==> config.mk <==
export PLATFORM = sky130hd
export DESIGN_NAME = dsec_stream_ctrl
export DESIGN_NICKNAME = d
export VERILOG_FILES = /design/src/rtl/dsec_ctrl_pkg.sv /design/src/rtl/dsec_err_latch.sv /design/src/rtl/dsec_stream_ctrl.sv
export SDC_FILE = /design/constraint.sdc
export NUM_CORES = 1
export LEC_CHECK = 0
export ABC_AREA = 1
export CORE_MARGIN = 5
export CORE_UTILIZATION = 35
export DETAILED_ROUTE_END_ITERATION = 10
export GPL_TIMING_DRIVEN = 0
export SLEW_MARGIN = 20
export SYNTH_ARGS = -nofsm -noshare
export SYNTH_HDL_FRONTEND = slang
export SYNTH_SLANG_ARGS = --single-unit
==> constraint.sdc <==
create_clock -name clk -period 1.5 [get_ports clk]
set_input_delay 0.15 -clock clk [delete_from_list [all_inputs] [get_ports clk]]
set_output_delay 0.15 -clock clk [all_outputs]
set_load 0.005 [all_outputs]
==> src/rtl/dsec_ctrl_pkg.sv <==
// DSEC stream control shared types: FSM states, error codes, default widths.
// Exports state_e, err_det_t, ERR_* codes and err_pick() (first-error priority).
package dsec_ctrl_pkg;

    localparam int VBITS_W_DEF = 7;
    localparam int ERR_W_DEF   = 8;
    localparam int CNT_W_DEF   = 16;
    localparam int WDOG_W_DEF  = 12;

    typedef enum logic [2:0] {
        ST_IDLE,
        ST_RUN,
        ST_HOLD,
        ST_FLUSH,
        ST_KEYCFG,
        ST_ERR
    } state_e;

    localparam logic [7:0] ERR_NONE      = 8'h00;
    localparam logic [7:0] ERR_IN_OVR    = 8'h01;
    localparam logic [7:0] ERR_OUT_OVR   = 8'h02;
    localparam logic [7:0] ERR_FLUSH_KEY = 8'h03;
    localparam logic [7:0] ERR_WDOG      = 8'h04;

    typedef struct packed {
        logic wdog;
        logic flush_key;
        logic out_ovr;
        logic in_ovr;
    } err_det_t;

    // Lowest code wins when several errors fire in the same cycle.
    function automatic logic [7:0] err_pick(input err_det_t d);
        logic [7:0] c;
        c = ERR_NONE;
        if (d.in_ovr)         c = ERR_IN_OVR;
        else if (d.out_ovr)   c = ERR_OUT_OVR;
        else if (d.flush_key) c = ERR_FLUSH_KEY;
        else if (d.wdog)      c = ERR_WDOG;
        return c;
    endfunction

endpackage

==> src/rtl/dsec_err_latch.sv <==
// Sticky first-error capture for the DSEC controller.
// Ports: clk, rst (async low), clr_i, det_i -> set_o (new capture), error_o, code_o.
module dsec_err_latch
    import dsec_ctrl_pkg::*;
#(
    parameter int ERR_W = ERR_W_DEF
) (
    input  logic             clk,
    input  logic             rst,
    input  logic             clr_i,
    input  err_det_t         det_i,
    output logic             set_o,
    output logic             error_o,
    output logic [ERR_W-1:0] code_o
);

    logic             error_q;
    logic [ERR_W-1:0] code_q;
    logic [7:0]       pick;

    assign pick    = err_pick(det_i);
    // Clear beats a simultaneous new error; only the first error is kept.
    assign set_o   = (|det_i) & ~error_q & ~clr_i;
    assign error_o = error_q;
    assign code_o  = code_q;

    always_ff @(posedge clk or negedge rst) begin
        if (!rst) begin
            error_q <= 1'b0;
            code_q  <= '0;
        end else if (clr_i) begin
            error_q <= 1'b0;
            code_q  <= '0;
        end else if (set_o) begin
            error_q <= 1'b1;
            code_q  <= ERR_W'(pick);
        end
    end

endmodule

==> src/rtl/dsec_stream_ctrl.sv <==
// DSEC top-level stream control FSM: input gating, datapath stall, output
// handshake, end-of-stream flush, sticky errors and delivered-word count.
// Inputs: clk, rst (async low), key_config, in_valid, comp_rdy, scon_done,
//   valid_bits, flush_req, out_rcvd, err_clr.
// Outputs: stall, rdy, valid_to_comp, dump_comp, out_valid, last_word,
//   error, error_code, words_out.
// Option: define DSEC_WDOG_EN to add the output-hold watchdog (code 0x04).
module dsec_stream_ctrl
    import dsec_ctrl_pkg::*;
#(
    parameter int VBITS_W = VBITS_W_DEF,
    parameter int ERR_W   = ERR_W_DEF,
    parameter int CNT_W   = CNT_W_DEF,
    parameter int WDOG_W  = WDOG_W_DEF
) (
    input  logic               clk,
    input  logic               rst,
    input  logic               key_config,
    input  logic               in_valid,
    input  logic               comp_rdy,
    input  logic               scon_done,
    input  logic [VBITS_W-1:0] valid_bits,
    input  logic               flush_req,
    input  logic               out_rcvd,
    input  logic               err_clr,
    output logic               stall,
    output logic               rdy,
    output logic               valid_to_comp,
    output logic               dump_comp,
    output logic               out_valid,
    output logic               last_word,
    output logic               error,
    output logic [ERR_W-1:0]   error_code,
    output logic [CNT_W-1:0]   words_out
);

    state_e           state_q;
    logic             out_valid_q;
    logic             last_word_q;
    logic             flush_pend_q;
    // Flush entered with no bits left: pass through FLUSH/HOLD, no word.
    logic             empty_q;
    logic [CNT_W-1:0] words_q;
    logic             err_set;
    logic             tail;
    logic             vb_zero;
    err_det_t         det;

    assign tail    = last_word_q | empty_q;
    assign vb_zero = (valid_bits == '0);

    assign stall = (state_q == ST_KEYCFG) | key_config | error;
    assign rdy   = comp_rdy & ~stall & (state_q != ST_FLUSH)
                 & ~((state_q == ST_HOLD) & tail);
    assign valid_to_comp = in_valid & rdy;
    assign dump_comp     = (state_q == ST_FLUSH) & ~empty_q;
    assign out_valid     = out_valid_q;
    assign last_word     = last_word_q;
    assign words_out     = words_q;

`ifdef DSEC_WDOG_EN
    logic [WDOG_W-1:0] wdog_q;

    // Restarts on every HOLD entry and on each accepted word;
    // a key_config stall freezes it.
    always_ff @(posedge clk or negedge rst) begin
        if (!rst) begin
            wdog_q <= '0;
        end else if (state_q != ST_HOLD || out_rcvd) begin
            wdog_q <= '0;
        end else if (!key_config && !(&wdog_q)) begin
            wdog_q <= wdog_q + 1'b1;
        end
    end
`endif

    always_comb begin
        det           = '0;
        det.in_ovr    = in_valid & ~rdy & ~stall;
        det.out_ovr   = scon_done & out_valid_q & ~out_rcvd;
        det.flush_key = flush_req & key_config;
`ifdef DSEC_WDOG_EN
        det.wdog      = (state_q == ST_HOLD) & ~empty_q
                      & (&wdog_q) & ~out_rcvd;
`endif
    end

    dsec_err_latch #(
        .ERR_W(ERR_W)
    ) u_err (
        .clk     (clk),
        .rst     (rst),
        .clr_i   (err_clr),
        .det_i   (det),
        .set_o   (err_set),
        .error_o (error),
        .code_o  (error_code)
    );

    always_ff @(posedge clk or negedge rst) begin
        if (!rst) begin
            state_q      <= ST_IDLE;
            out_valid_q  <= 1'b0;
            last_word_q  <= 1'b0;
            flush_pend_q <= 1'b0;
            empty_q      <= 1'b0;
            words_q      <= '0;
        end else begin
            if (out_valid_q && out_rcvd) begin
                words_q <= words_q + 1'b1;
            end

            if (err_set) begin
                state_q <= ST_ERR;
                if (out_rcvd) out_valid_q <= 1'b0;
            end else if (key_config && state_q != ST_ERR) begin
                // Key reload drops any pending output.
                state_q      <= ST_KEYCFG;
                out_valid_q  <= 1'b0;
                last_word_q  <= 1'b0;
                flush_pend_q <= 1'b0;
                empty_q      <= 1'b0;
            end else begin
                if (out_rcvd) out_valid_q <= 1'b0;
                unique case (state_q)
                    ST_IDLE: begin
                        if (in_valid) state_q <= ST_RUN;
                    end
                    ST_RUN: begin
                        if (scon_done) begin
                            state_q      <= ST_HOLD;
                            out_valid_q  <= 1'b1;
                            flush_pend_q <= flush_req;
                        end else if (flush_req) begin
                            state_q <= ST_FLUSH;
                            empty_q <= vb_zero;
                        end
                    end
                    ST_HOLD: begin
                        if (empty_q) begin
                            state_q <= ST_IDLE;
                            empty_q <= 1'b0;
                        end else begin
                            if (flush_req && !last_word_q) flush_pend_q <= 1'b1;
                            if (out_rcvd) begin
                                if (last_word_q) begin
                                    state_q     <= ST_IDLE;
                                    last_word_q <= 1'b0;
                                end else if (flush_pend_q || flush_req) begin
                                    state_q      <= ST_FLUSH;
                                    flush_pend_q <= 1'b0;
                                    empty_q      <= vb_zero;
                                end else if (scon_done) begin
                                    // Next word ready as this one leaves.
                                    out_valid_q <= 1'b1;
                                end else begin
                                    state_q <= ST_RUN;
                                end
                            end
                        end
                    end
                    ST_FLUSH: begin
                        if (empty_q) begin
                            state_q <= ST_HOLD;
                        end else if (scon_done) begin
                            state_q     <= ST_HOLD;
                            out_valid_q <= 1'b1;
                            last_word_q <= 1'b1;
                        end
                    end
                    ST_KEYCFG: begin
                        state_q <= ST_IDLE;
                    end
                    ST_ERR: begin
                        if (err_clr) begin
                            state_q      <= ST_IDLE;
                            out_valid_q  <= 1'b0;
                            last_word_q  <= 1'b0;
                            flush_pend_q <= 1'b0;
                            empty_q      <= 1'b0;
                        end
                    end
                    default: state_q <= ST_IDLE;
                endcase
            end
        end
    end

endmodule
==> impl_metrics.tcl, run 1 <==
set metrics [dict create \
    outcome "finished with violations" \
    violations "negative setup slack" \
    slew_violations 0 \
    dp_hpwl_mm 3.38 \
    p_int_uw 1820 \
    dpl_cell_area_sq_um 2200 \
    grt_use_total_pct 14.5 \
    cts_tree "yes" \
    worst_slew_pin_slew_ns 0.582 \
    grt_pass1_wl_mm 7.39 \
    maxClockFrequency_mhz 642 \
    setup_viol 9 \
    netlist_area_sq_um 1700 \
    avgSynthCellArea_sq_um 7.50 \
    vdd_drop_max_mv 0.499 \
    worst_slack_ns -0.0576 \
    fin_tns_setup_ns -0.306 \
    synthTopCellsByArea "dfrtp_1 (38%), nand2_1 (13%), nand3_1 (7.6%)" \
    synth.distinct_cells 30 \
    crit_arrival_ns 1.76 \
    root_buffer "clkbuf_8" \
    rr_worst_depth 11 \
    pwr-share-clk_pct 15.2 \
    initial_core_util_pct 36.0 \
    final_net_count 320 \
    die_h_microns 79.7 \
    ios 47 \
    p_sw_uw 1150 \
    yosysWarnings 0 \
    synth_edf_count 0 \
    max-slew-margin-rel_pct 61.2 \
    crit_fanout 3 \
    cp-start-kind "flip-flop" \
    skew_ns 0.00146 \
    drt_iter0_drc 78 \
    whs_ns 0.412 \
    p_sw_share_pct 38.7 \
    dp_slack_ns -0.311 \
    ys_ff_latch 26 \
    clock_sinks 26 \
    layout-drive-gt1-share_pct 31.8 \
    hold_path_class "input pin to async pin" \
    rsz0062_at_grt "yes" \
    ys_seq_area_share_pct 38.2 \
    finalWorstPathRequiredPeriod_ns 1.56 \
    worstSetupPathType "flip-flop to flip-flop" \
    p_seq_share_pct 34.1 \
    yosysTopAreaCellShare_pct 38.2 \
    ys.flop_type "dfrtp_1" \
    synth_common_cells "nand2_1 (57), inv_1 (28), dfrtp_1 (26), nand3_1 (26), nor2_1 (24)" \
    remaining_drc_errors 0 \
    ctsHtreeMaxLevel 1 \
    overflow 0 \
    numPortBuffers 40 \
    cp-end-kind "flip-flop" \
    power_density_nw_per_um2 1120 \
    timing.max_cap.violations 0 \
    power.leakage_uw 0.00134 \
    totalPowerFinal_uw 2960 \
    hold_viol_final 0 \
    area_growth_pct 55.8 \
    async_reset_ff_share_pct 100 \
    clk_pin_slew_ns 0.09 \
    die_w_microns 79.7 \
    drt_first_pass_iters 4 \
    routedWlPerCell_microns 12.8 \
    antenna_left 0 \
    r2r_slack_ns -0.06 \
    grt_pass1_vias 1642 \
    synth_largest_area_cell "dfrtp_1" \
    rows 25 \
    cts_buffers 3 \
    comb_power_share_pct 50.7 \
    synth_most_common_cell "nand2_1" \
    vias_per_cell 4.68 \
    die_area_sq_um 6360 \
    worstPathRequired_ns 1.70 \
    grt_max_degree 27 \
    routed_wl_mm 4.72 \
    gp_congestion 0.863 \
    antennaDiodeCount 0 \
    core-area_sq_um 4720 \
    vias 1728 \
    cts_buffer_depth 2 \
    antenna_found_initial 0 \
    clk_latency_ns 0.27 \
    fin_area_sq_um 2650 \
    min_period_over_period_pct 104 \
    syn_inst 227 \
]
## what timing repair did
item,in CTS,in global routing
cloned,1,0
resized for setup,28,42
hold buffers,1,0
buffers inserted,13,11
endpoints found under the setup margin,15,20
pin swaps,6,15
hold endpoints to repair,26,0
## power by group through the flow
| stage | logic [uW] | registers, uW | clock network, uW |
|---|---|---|---|
| floorplan | 623 | 979 | 0 |
| global placement | 1010 | 1010 | 0 |
| detailed placement | 1010 | 1010 | 0 |
| CTS | 1220 | 990 | 470 |
| global route | 1640 | 1030 | 508 |
| finish | 1500 | 1010 | 450 |
## worst max-delay path, stage by stage, from the launching register on
cell and delay [ns]:
dfrtp_2 0.45, buf_6 0.14, inv_4 0.06, nand2_2 0.09, nor2_4 0.15, nand2_2 0.08
buf_4 0.15, o211ai_1 0.11, nand2_1 0.09, inv_1 0.06, nand2_1 0.05, nand3_1 0.08
## cells in the final DEF, fill, tap and decap left out, types with 2 or more instances in the layout
cell and instances:
nand3_1 20, nand4_1 7, inv_4 2, buf_6 6, xor2_1 10, inv_1 25
nand2_2 15, a21oi_1 2, nand2_1 45, nand2_4 2, nor2_1 14, clkbuf_8 4
nor2_4 6, dfrtp_1 22, nor2_2 10, buf_4 24, inv_2 2, xnor2_1 5
nand3_2 6, conb_1 6, dfrtp_2 4, o211ai_1 2, clkdlybuf4s50_1 34, buf_2 3
o21a_1 2, o21ai_0 4, o21ai_2 2, nand3_4 3
## logic make-up after synthesis
kind of cell	Yosys count	synth area share (%)
AO/OA/AOI/OAI	15	5.88
XOR/XNOR	15	7.72
adder cells (fa/ha/maj)	1	0.735
buffers and inverters	36	9.71
flip-flops	26	38.2
other	1	0.220
AND/OR/NAND/NOR	133	37.5
## per-stage QoR
| step | utilization [%] | std cells |
|---|---|---|
| after floorplan | - | 232 |
| after global placement | 46.7 | 339 |
| after detailed placement | 46.6 | 339 |
| after CTS | 51.6 | 358 |
| after global routing | 56.1 | 369 |
| final | 56.1 | 369 |
## state kept, by name, indices dropped and copies added (netlist names)
| register | count |
|---|---|
| words_out | 16 |
| out_valid | 1 |
| empty_q | 1 |
| u_err.error_o | 1 |
| last_word | 1 |
| u_err.code_o | 2 |
| state_q | 3 |
| flush_pend_q | 1 |
## final cells by class
| type | count | area (sq um) |
|---|---|---|
| plain buffers | 7 | 60.1 |
| flip-flops and latches | 26 | 656 |
| fillers | 441 | 2070 |
| multi-input cells | 170 | 1060 |
| well taps | 67 | 83.8 |
| inverters | 29 | 114 |
| clock buffers | 4 | 55.1 |
| repair buffers | 66 | 622 |
## worst paths after layout
check / from / to
worst min register to register: words_out[15] / words_out[15]
worst min-delay path: rst / u_err.error_o
min in group clk: key_config / state_q[2]
max in group asynchronous: rst / words_out[4]
worst max register to register: state_q[1] / state_q[0]
worst max-delay path: state_q[1] / state_q[0]
## layer usage
metal / track usage, % / part of all wire (%) / up-vias
met5: 0 / 0 / -
met4: 3.09 / 1.1 / 0
met3: 2.26 / 3.5 / 6
met2: 25.8 / 52 / 41
met1: 18.3 / 43 / 820
li1: - / - / 861
Note: power is estimated with default switching activity, not from simulation.
==> run 2: changes to the inputs <==
--- a/config.mk
+++ b/config.mk
@@ -10,6 +10,7 @@
 export CORE_UTILIZATION = 35
 export DETAILED_ROUTE_END_ITERATION = 10
 export GPL_TIMING_DRIVEN = 0
+export SKIP_LAST_GASP = 1
 export SLEW_MARGIN = 20
 export SYNTH_ARGS = -nofsm -noshare
 export SYNTH_HDL_FRONTEND = slang
==> run 2 against run 1 <==
The flow still finishes with violations (negative setup slack); design area rose by 1.1%; critical endpoint is now rdy; via count rose by 0.12%; first-iteration DRC count rose by 13%; global-route usage fell by 0.17 points; sequential power barely moved; critical path type is now flip-flop to output port; total power rose by 0.19%; sequential cell count did not move; die area did not move; combinational power barely moved; critical path depth fell by 4; non-clock buffer count fell by 1.
==> impl_metrics.tcl, run 2 (synthesis results as in run 1) <==
set metrics [dict create \
    reg2reg_from "state_q[1]" \
    slew_violations 0 \
    p_seq_share_pct 34.1 \
    worstPathRequired_ns 1.35 \
    power_density_nw_per_um2 1110 \
    maxClockFrequency_mhz 631 \
    layout-drive-gt1-share_pct 32.9 \
    crit_family "flip-flops" \
    skew_ns 0.00161 \
    routed_wl_mm 4.68 \
    min_period_over_period_pct 106 \
    area_growth_pct 57.6 \
    gp_congestion 0.863 \
    grt_max_degree 27 \
    finalWorstPathRequiredPeriod_ns 1.59 \
    die_area_sq_um 6360 \
    clk_latency_ns 0.27 \
    p_int_uw 1810 \
    antenna_found_initial 0 \
    ios 47 \
    crit_chain "buf_6 > inv_6 > nor2_4 > nand2_2 > nand3_4 > nor2_1 > clkdlybuf4s15_2" \
    largest_reg_flops 16 \
    vias 1730 \
    rows 25 \
    comb_power_share_pct 50.8 \
    rsz0062_at_grt "yes" \
    antenna_left 0 \
    pwr-share-clk_pct 15.1 \
    n_fill_cell 426 \
    initial_core_util_pct 36.0 \
    grt_pass1_wl_mm 7.30 \
    drt_first_pass_iters 4 \
    clk_pin_slew_ns 0.09 \
    grt_use_total_pct 14.3 \
    hold_path_class "input pin to async pin" \
    dp_slack_ns -0.311 \
    setup_viol 9 \
    die_h_microns 79.7 \
    worstSetupPathType "flip-flop to output port" \
    mostFrequentLayoutCells "nand2_1 (44), clkdlybuf4s50_1 (34), inv_1 (24)" \
    violations "negative setup slack" \
    vias_per_cell 4.70 \
    fin_area_sq_um 2680 \
    vdd_drop_max_mv 0.500 \
    crit_buf_inv 3 \
    ctsHtreeMaxLevel 1 \
    worst_slack_ns -0.0853 \
    remaining_drc_errors 0 \
    die_w_microns 79.7 \
    cp-end-kind "output port" \
    crit_start "state_q[1]" \
    cts_buffer_depth 2 \
    drt_iter0_drc 88 \
    final_common_cell "nand2_1" \
    power.leakage_uw 0.00134 \
    multiInputGateArea_sq_um 1080 \
    p_sw_uw 1150 \
    hold_viol_final 0 \
    worst_slew_pin_slew_ns 0.582 \
    crit_fanout 3 \
    root_buffer "clkbuf_8" \
    outcome "finished with violations" \
    final_net_count 319 \
    cp_slowest_cell "dfrtp_2" \
    overflow 0 \
    grt_pass1_vias 1620 \
    p_sw_share_pct 38.9 \
    cpPeakStageDelay_ns 0.45 \
    timing.max_cap.violations 0 \
    cts_tree "yes" \
    antennaDiodeCount 0 \
    routedWlPerCell_microns 12.7 \
    crit_arrival_ns 1.44 \
    core-area_sq_um 4720 \
    clock_sinks 26 \
    regArea_sq_um 654 \
    dpl_cell_area_sq_um 2200 \
    max-slew-margin-rel_pct 61.2 \
    cp-start-kind "flip-flop" \
    numPortBuffers 40 \
    dp_hpwl_mm 3.38 \
    cts_buffers 3 \
]
run 2: power groups by stage:
stage	clock network [uW]	logic (uW)	registers [uW]
after floorplan	0	623	979
after detailed placement	0	1010	1010
after global routing	508	1640	1040
final	448	1510	1010
after CTS	470	1200	989
after global placement	0	1010	1010
run 2: cell type report:
cell class	count	share of cell area, %
Timing Repair Buffer	65	23.4
Inverter	29	4.34
Buffer	7	2.24
Clock buffer	4	2.05
Sequential cell	26	24.4
Tap cell	67	3.13
Multi-Input combinational cell	170	40.4
run 2: routing by layer:
metal  wire (microns)  part of all wire, %  global-route usage, %  vias to the layer above
met2             2450                   52                   25.3                       34
li1                 -                    -                      -                      861
met3              152                  3.2                   2.26                        8
met1             2000                   43                   18.2                      827
met5                0                    0                      0                        -
met4               70                  1.5                   3.09                        0
run 2: worst register-to-register path, delay by kind of cell (launching register included):
kind | cells | cell delay (ns)
compound gates | 1 | 0.17
buf+inv | 3 | 0.34
flops | 1 | 0.45
simple gates | 7 | 0.51
run 2: final timing paths:
kind,depth (start not counted),slack (ns),endpoint
worst max-delay path,7,-0.09,rdy
worst min-delay path,2,0.41,u_err.error_o
worst max register to register,11,-0.08,out_valid
worst min register to register,1,0.47,words_out[15]
max in group asynchronous,2,0.67,state_q[1]
min in group clk,3,0.46,state_q[2]
run 2: stage by stage:
| stage | TNS (ns) | hold slack (ns) | instances | util [%] | power (uW) |
|---|---|---|---|---|---|
| 2_1_floorplan | 0 | -0.146 | 232 | - | 1600 |
| 3_3_place_gp | -8.13 | 0.463 | 339 | 46.7 | 2010 |
| 3_5_place_dp | -4.73 | 0.206 | 339 | 46.6 | 2020 |
| 4_1_cts | -0.890 | 0.436 | 358 | 51.3 | 2660 |
| 5_1_grt | -1.70 | 0.453 | 368 | 56.8 | 3190 |
| 6_report | -0.440 | 0.413 | 368 | 56.8 | 2970 |
run 2: what timing repair did:
item,in CTS,in global routing
pin swaps,6,17
gates cloned,1,0
setup endpoints to repair,15,20
endpoints found under the hold margin,26,0
gates resized for setup,20,54
setup buffers,13,10
hold buffers,1,0
==> run 3: changes to the inputs <==
==> constraint.sdc (replaced) <==
create_clock -name clk -period 1.3 [get_ports clk]
set_input_delay 0.13 -clock clk [delete_from_list [all_inputs] [get_ports clk]]
set_output_delay 0.13 -clock clk [all_outputs]
set_load 0.005 [all_outputs]
==> run 3 against run 2 <==
Combinational power grew 28%; the run still ends with negative setup slack left; via count grew 7.0%; total power grew 22%; largest cell class unchanged; cell count grew 6.5%.
==> impl_metrics.tcl, run 3 (synthesis results as in run 1) <==
set metrics [dict create \
    maxClockFrequency_mhz 645 \
    crit_fanout 4 \
    routed_wl_mm 5.08 \
    cp-start-kind "flip-flop" \
    hold_viol_final 0 \
    antennaDiodeCount 0 \
    clk_latency_ns 0.27 \
    setup_viol 21 \
    area_growth_pct 70.8 \
    fin_cells 392 \
    largest_reg_flops 16 \
    r2r_end "empty_q" \
    antenna_found_initial 0 \
    reg2reg_from "state_q[1]" \
    n_fill_cell 429 \
    gp_congestion 0.915 \
    die_h_microns 79.7 \
    die_w_microns 79.7 \
    numPortBuffers 40 \
    drt_first_pass_iters 4 \
    worstPathRequired_ns 1.47 \
    clock_sinks 26 \
    power_density_nw_per_um2 1240 \
    worst_slack_ns -0.250 \
    p_sw_share_pct 38.8 \
    vdd_drop_max_mv 0.603 \
    dpl_cell_area_sq_um 2230 \
    core-area_sq_um 4720 \
    drt_iter0_drc 121 \
    finalWorstPathRequiredPeriod_ns 1.55 \
    crit_end "empty_q" \
    rows 25 \
    fin_area_sq_um 2910 \
    overflow 0 \
    timing.max_cap.violations 0 \
    violations "negative setup slack" \
    whs_ns 0.412 \
    cp-end-kind "flip-flop" \
    initial_core_util_pct 36.0 \
    mostFrequentLayoutCells "buf_4 (49), nand2_1 (45), inv_1 (25)" \
    min_period_over_period_pct 119 \
    worst_slew_pin_slew_ns 0.601 \
    grt_use_total_pct 15.7 \
    r2r_slack_ns -0.25 \
    hold_path_class "input pin to async pin" \
    p_seq_share_pct 31.6 \
    cts_buffers 3 \
    antenna_left 0 \
    dp_slack_ns -0.479 \
    p_sw_uw 1400 \
    dp_cells 339 \
    totalPowerFinal_uw 3610 \
    grt_pass1_wl_mm 7.95 \
    max-slew-margin-rel_pct 59.9 \
    power.leakage_uw 0.00173 \
    layout-drive-gt1-share_pct 40.9 \
    ios 47 \
    rsz0062_at_grt "yes" \
    crit_arrival_ns 1.72 \
    final_common_cell "buf_4" \
    skew_ns 0.00302 \
    die_area_sq_um 6360 \
    root_buffer "clkbuf_8" \
    comb_power_share_pct 53.6 \
    final_net_count 343 \
    worstSetupPathType "flip-flop to flip-flop" \
    remaining_drc_errors 0 \
    p_int_uw 2210 \
    rr_worst_depth 12 \
    vias 1851 \
    ctsHtreeMaxLevel 1 \
    outcome "finished with violations" \
    clk_pin_slew_ns 0.09 \
    cts_tree "yes" \
    crit_start "state_q[1]" \
    routedWlPerCell_microns 13.0 \
    grt_pass1_vias 1749 \
    pwr-share-clk_pct 14.8 \
    vias_per_cell 4.72 \
    grt_max_degree 27 \
    slew_violations 0 \
    dp_hpwl_mm 3.44 \
    cts_buffer_depth 2 \
]
-- run 3: through the flow --
stage                     utilization, %  setup TNS (ns)
after global routing                61.5           -4.93
final                               61.5           -3.19
after floorplan                        -          -0.269
after CTS                           56.9           -3.77
after detailed placement            47.3           -9.24
after global placement              47.4          -19.12
-- run 3: layer usage --
metal,vias to the layer above,share of wire (%),GRT usage [%]
met5,-,0,0
met4,0,2.2,5.33
met3,11,5.1,2.71
met2,57,52,26.7
met1,867,40,20.1
li1,916,-,-
-- run 3: cell type report --
class	instances	area, sq um	share of cell area (%)
Multi-Input combinational cell	170	1120	38.5
Timing Repair Buffer	89	818	28.2
Sequential cell	26	658	22.6
Inverter	29	111	3.83
Tap cell	67	83.8	2.88
Buffer	7	60.1	2.07
Clock buffer	4	55.1	1.89
-- run 3: what timing repair did --
action | CTS | global route
pin swaps | 17 | 15
endpoints found under the hold margin | 26 | 0
resized for setup | 50 | 45
gates cloned | 1 | 0
hold buffers | 1 | 0
setup buffers | 34 | 13
endpoints found under the setup margin | 40 | 39
-- run 3: power groups by stage --
stage | Clock [uW] | Sequential (uW) | Combinational, uW
2_1_floorplan | 0 | 1150 | 758
3_3_place_gp | 0 | 1180 | 1200
3_5_place_dp | 0 | 1190 | 1210
4_1_cts | 546 | 1160 | 1620
5_1_grt | 589 | 1170 | 2110
6_report | 534 | 1140 | 1930
-- run 3: critical path: stages, from the launching register on --
cell	delay, ns
dfrtp_2	0.45
buf_6	0.13
nor2_4	0.09
nand2_2	0.07
nand2_4	0.09
nor2_4	0.04
nand2_4	0.07
nand2_4	0.06
nand3_4	0.11
buf_6	0.13
nand3_2	0.06
nand2_1	0.07
nand2_1	0.05
-- run 3: how the worst min path moves through the flow --
stage                              from               to
after global routing                rst  u_err.code_o[0]
after floorplan                     rst          empty_q
final                               rst    u_err.error_o
after global placement    words_out[15]    words_out[15]
after CTS                           rst    u_err.error_o
after detailed placement            rst    u_err.error_o
